<file path="src/rtl/seg7_pkg.sv">
// Shared constants and helpers for the multiplexed 7-segment scan driver.
package seg7_pkg;

  localparam int DIGITS = 4;
  localparam int SEG_W  = 7;
  localparam int IMG_W  = DIGITS * SEG_W;

  localparam logic [SEG_W-1:0]  SEG_OFF = 7'h7F;
  localparam logic [DIGITS-1:0] AN_OFF  = 4'hF;

  typedef logic [1:0] digit_t;

  // Segment pattern of one digit; digit 0 is the rightmost, bit 0 = segment a.
  function automatic logic [SEG_W-1:0] seg_slice(input logic [IMG_W-1:0] img,
                                                 input digit_t idx);
    return img[int'(idx)*SEG_W +: SEG_W];
  endfunction

endpackage

</file>
<file path="src/rtl/seg7_scan_driver_if.sv">
// Image/control inputs and pin-side outputs of the scan driver.
interface seg7_scan_driver_if
  import seg7_pkg::*;
();

  logic [IMG_W-1:0]  seg_in;
  logic [DIGITS-1:0] blank_mask;
  logic [1:0]        bright;
  logic [DIGITS-1:0] an_n;
  logic [SEG_W-1:0]  seg_n;
  logic              frame_start;

  modport master (
    output seg_in, blank_mask, bright,
    input  an_n, seg_n, frame_start
  );

  modport slave (
    input  seg_in, blank_mask, bright,
    output an_n, seg_n, frame_start
  );

endinterface

</file>
<file path="src/rtl/seg7_slot_counter.sv">
// Slot/digit timebase; flags the one state per frame where inputs are captured.
module seg7_slot_counter
  import seg7_pkg::*;
#(
  parameter int SCAN_LOG2 = 3
) (
  input  logic                 sysclk,
  input  logic                 reset,
  output logic [SCAN_LOG2-1:0] cnt,
  output digit_t               digit,
  output logic                 capture
);

  // NOTE: sequential state uses non-blocking assignments so every register samples pre-edge values.
  always_ff @(posedge sysclk) begin
    if (reset) begin
      cnt   <= '0;
      digit <= '0;
    end else begin
      cnt <= cnt + 1'b1;
      if (cnt == '1) digit <= digit + 1'b1;
    end
  end

  assign capture = (cnt == '0) && (digit == '0);

endmodule

</file>
<file path="src/rtl/seg7_scan_driver.sv">
// Frame-buffered 4-digit scan driver with dead cycle, 2-bit PWM and per-digit blanking.
module seg7_scan_driver
  import seg7_pkg::*;
#(
  parameter int SCAN_LOG2 = 3
) (
  input  logic               sysclk,
  input  logic               reset,
  seg7_scan_driver_if.slave  bus
);

  logic [SCAN_LOG2-1:0] cnt;
  digit_t               digit;
  logic                 capture;

  logic [IMG_W-1:0]  img_q;
  logic [DIGITS-1:0] mask_q;
  logic [1:0]        bright_q;
  logic [DIGITS-1:0] an_q;
  logic [SEG_W-1:0]  seg_q;
  logic              fs_q;
  logic [1:0]        pwm_phase;
  logic              lit;

  seg7_slot_counter #(.SCAN_LOG2(SCAN_LOG2)) u_slot (
    .sysclk  (sysclk),
    .reset   (reset),
    .cnt     (cnt),
    .digit   (digit),
    .capture (capture)
  );

  // Top two slot bits split the slot into quarters; cnt==0 is the anti-ghost dead cycle.
  assign pwm_phase = cnt[SCAN_LOG2-1 -: 2];
  assign lit       = (cnt != '0) && (pwm_phase <= bright_q) && !mask_q[digit];

  always_ff @(posedge sysclk) begin
    if (reset) begin
      img_q    <= '0;
      mask_q   <= '0;
      bright_q <= '0;
      an_q     <= AN_OFF;
      seg_q    <= SEG_OFF;
      fs_q     <= 1'b0;
    end else begin
      if (capture) begin
        img_q    <= bus.seg_in;
        mask_q   <= bus.blank_mask;
        bright_q <= bus.bright;
      end
      fs_q <= capture;
      if (lit) begin
        an_q  <= ~(4'b0001 << digit);
        seg_q <= ~seg_slice(img_q, digit);
      end else begin
        an_q  <= AN_OFF;
        seg_q <= SEG_OFF;
      end
    end
  end

  assign bus.an_n        = an_q;
  assign bus.seg_n       = seg_q;
  assign bus.frame_start = fs_q;

endmodule

</file>
<file path="src/flat_wrapper.sv">
// flat-port wrapper written by rule: the top's interface ports become plain ports
module seg7_scan_driver_flat import seg7_pkg::*;
#(
  parameter int SCAN_LOG2 = 3
)
  (sysclk, reset, bus_seg_in, bus_blank_mask, bus_bright, bus_an_n, bus_seg_n, bus_frame_start);
  seg7_scan_driver_if bus_i ();
  input  logic sysclk;
  input  logic reset;
  input wire logic [$bits(bus_i.seg_in)-1:0] bus_seg_in;
  input wire logic [$bits(bus_i.blank_mask)-1:0] bus_blank_mask;
  input wire logic [$bits(bus_i.bright)-1:0] bus_bright;
  output wire logic [$bits(bus_i.an_n)-1:0] bus_an_n;
  output wire logic [$bits(bus_i.seg_n)-1:0] bus_seg_n;
  output wire logic [$bits(bus_i.frame_start)-1:0] bus_frame_start;
  assign bus_i.seg_in = bus_seg_in;
  assign bus_i.blank_mask = bus_blank_mask;
  assign bus_i.bright = bus_bright;
  assign bus_an_n = bus_i.an_n;
  assign bus_seg_n = bus_i.seg_n;
  assign bus_frame_start = bus_i.frame_start;
  seg7_scan_driver #(.SCAN_LOG2(SCAN_LOG2)) u_core (.sysclk(sysclk), .reset(reset), .bus(bus_i));
endmodule
</file>
<file path="config.mk">
export PLATFORM = sky130hd
export DESIGN_NAME = seg7_scan_driver_flat
export DESIGN_NICKNAME = d
export VERILOG_FILES = /design/src/rtl/seg7_pkg.sv /design/src/rtl/seg7_scan_driver_if.sv /design/src/rtl/seg7_slot_counter.sv /design/src/rtl/seg7_scan_driver.sv /design/src/flat_wrapper.sv
export SDC_FILE = /design/constraint.sdc
export NUM_CORES = 1
export LEC_CHECK = 0
export ABC_AREA = 1
export BUFFER_PORTS_ARGS = -buffer_cell sky130_fd_sc_hd__buf_4
export CAP_MARGIN = 20
export CORE_MARGIN = 2
export CORE_UTILIZATION = 53
export DETAILED_ROUTE_END_ITERATION = 12
export PLACE_DENSITY = 0.78
export SLEW_MARGIN = 10
export SYNTH_ARGS = -nofsm -noshare
export SYNTH_HDL_FRONTEND = slang
export SYNTH_SLANG_ARGS = --single-unit
</file>
<file path="constraint.sdc">
create_clock -name sysclk -period 2.2 [get_ports sysclk]
set_clock_uncertainty 0.1 [all_clocks]
set_input_delay 0.22 -clock sysclk [delete_from_list [all_inputs] [get_ports sysclk]]
set_output_delay 0.22 -clock sysclk [all_outputs]
set_load 0.02 [all_outputs]
</file>
==> metrics.yaml <==
htree_levels: 2
rsz0062_at_grt: "false"
core_area_um2: 3940
fp.dieArea_um2: 4590
wl_per_cell_um: 11.2
synth.top_cell.area_share: 0.474
yosysUniqueCellTypes: 18
tns_ns: 0
grt_max_degree: 40
syn_area_per_cell_um2: 7.91
slew_viol_final: 0
crit_type: "flip-flop to flip-flop"
cts-buffers-inserted: 5
cp_max_fo: 39
dpl_cell_area_um2: 2480
root_buffer: "clkbuf_8"
setup.worst_path.start_class: "flip-flop"
stdcell_count: 365
postCtsSetupRepairBufs: 0
die_width_um: 67.7
required_ns: 2.33
start_util: 0.546
rrSetupSlack_ns: 0.42
maxCapViolCount: 0
status: "finished clean"
cts_tree: "built"
powerDensity_nw_per_um2: 771
dr.pass1.iters: 4
path_clk_slew_ns: 0.09
setup_ws_ns: 0.420
grt_pass1_vias: 1483
stdcell_area_um2: 2580
cts_buffer_depth: 2
holdCritStartpoint: "reset"
yosysTopAreaCell: "dfxtp_1"
final_hold_viol_count: 0
yosys_warnings: 0
clock-sinks: 51
areaGrowthSynthToFinish_pct: 20.1
top_usage_layer: "met2"
io_pins: 48
holdPathEnd: "u_core.u_slot.cnt[0]$_SDFF_PP0_"
yosysSeqAreaShare: 0.474
finalCritPeriodShare: 0.809
dp_hpwl_um: 2910
ys_seq_elements: 51
grtUsageMet3: 0.0600
drt-vias-per-instance: 4.93
netlist_area_um2: 2150
finalSetupViolCount: 0
leakage_nw: 1.20
syn-instance-count: 272
use_met1: 0.256
r2r_start: "u_core.u_slot.digit[1]$_SDFFE_PP0N_"
grt_pass1_wl_um: 6580
max_slew.worst_pin.slew_ns: 0.555
gr-usage-met2: 0.293
n_antenna_cell: 0
synth_nets: 317
reg2regPathDepth: 6
r2r-end: "u_core.img_q[12]$_SDFFE_PP0P_"
antenna_found_initial: 0
irDropWorstVdd_mv: 0.398
io_buffer_count: 47
critPathArrivalTime_ns: 1.91
yosys-top-cells-area: "dfxtp_1 (47%), a21oi_1 (8.4%), o21ai_0 (8.4%), nand2_1 (7.8%), inv_1 (7.2%)"
total_power_mw: 1.99
num_vias: 1799
end_kind: "flip-flop"
drt-initial-drc-count: 114
max_freq_mhz: 562
utilization: 0.655
hold_class: "input pin to flip-flop"
min_path_cells: 2
post_cts_resized: 0
slew_headroom: 0.630
place_ws_ns: 0.453
nets: 359
dp.cells: 357
clkLatencyLatePin_ns: 0.30
drtAntennaViolNets: 0
hold_slack_ns: 0.0124
layout-drive-gt1-share: 0.222
die_h_um: 67.7
grt_overflow: 0
rows: 23
drc_errors: 0
hold_buffers: 0
place_congestion: 0.854
routed_wl_um: 4090
fin_crit_ns: 1.78
grtUsageTotal: 0.192
layout make-up:
class                      count  area, µm²
timing repair buffer          51        383
fill                         341       1360
clock buffer                   7       96.3
multi-input combinational    159        831
clock inverter                 1       7.51
sequential                    51       1020
tap                           50       62.6
inverter                      46        183
cells in the mapped netlist:
cell      instances
a21oi_1          36
a21oi_2           1
buf_2             5
buf_4             3
buf_6             5
clkbuf_1          1
clkbuf_2          2
dfxtp_1          51
ha_1              9
inv_1            41
inv_2             3
inv_4             1
inv_8             1
nand2_1          45
nand3_1          23
nand3_2           5
nor2_1            4
o21ai_0          36
power breakdown:
group          switching, mW  leakage (nW)  internal, mW
combinational          0.221         0.732         0.145
sequential            0.0263         0.422          1.02
clock                  0.295        0.0505         0.286
total                  0.542          1.20          1.45
routing by layer:
metal  part of all wire  wire length, µm
met3              0.063              257
met4              0.016               64
met5                  0                0
met1               0.45             1860
met2               0.47             1910
layout by cell type (no fill, tap or decap):
| master | n |
|---|---|
| ha_1 | 9 |
| nor2_1 | 4 |
| a21oi_1 | 36 |
| a21oi_2 | 1 |
| nand2_1 | 45 |
| inv_8 | 1 |
| inv_2 | 3 |
| inv_4 | 1 |
| clkinvlp_4 | 1 |
| nand3_1 | 23 |
| inv_1 | 41 |
| clkbuf_8 | 7 |
| dfxtp_1 | 51 |
| o21ai_0 | 36 |
| nand3_2 | 5 |
| buf_4 | 51 |
worst max path at each step:
| stage | start | to | slack, ns |
|---|---|---|---|
| floorplan | u_core.u_slot.digit[0]$_SDFFE_PP0N_ | u_core.img_q[10]$_SDFFE_PP0P_ | 0.60 |
| CTS | u_core.u_slot.digit[1]$_SDFFE_PP0N_ | u_core.img_q[24]$_SDFFE_PP0P_ | 0.42 |
| detailed placement | u_core.u_slot.digit[1]$_SDFFE_PP0N_ | u_core.img_q[24]$_SDFFE_PP0P_ | 0.45 |
| global route | u_core.u_slot.digit[1]$_SDFFE_PP0N_ | u_core.img_q[11]$_SDFFE_PP0P_ | 0.24 |
| global placement | u_core.u_slot.digit[1]$_SDFFE_PP0N_ | u_core.img_q[19]$_SDFFE_PP0P_ | 0.51 |
| finish | u_core.u_slot.digit[1]$_SDFFE_PP0N_ | u_core.img_q[12]$_SDFFE_PP0P_ | 0.42 |
logic make-up (layout without fill, tap and decap cells):
family,Yosys count,in the layout,synth area share
DFF,51,51,0.474
and+or+nand+nor,77,77,0.162
buffers and inverters,62,105,0.140
AOI/OAI and AO/OA,73,73,0.172
adders and majority gates,9,9,0.0523
registers in the layout, summed over array words and instances (netlist names):
signal and flops:
u_core.bus.frame_start 1, u_core.mask_q 4, u_core.bus.seg_n 7, u_core.u_slot.digit 2, u_core.img_q 28, u_core.bus.an_n 4
u_core.u_slot.cnt 3, u_core.bright_q 2
worst max-delay path: stages (launching register included):
cell and delay (ns):
dfxtp_1 0.58, inv_4 0.13, ha_1 0.24, nand3_2 0.09
buf_4 0.30, o21ai_0 0.12, a21oi_1 0.14
No activity file was read; power rests on OpenSTA's default activity.
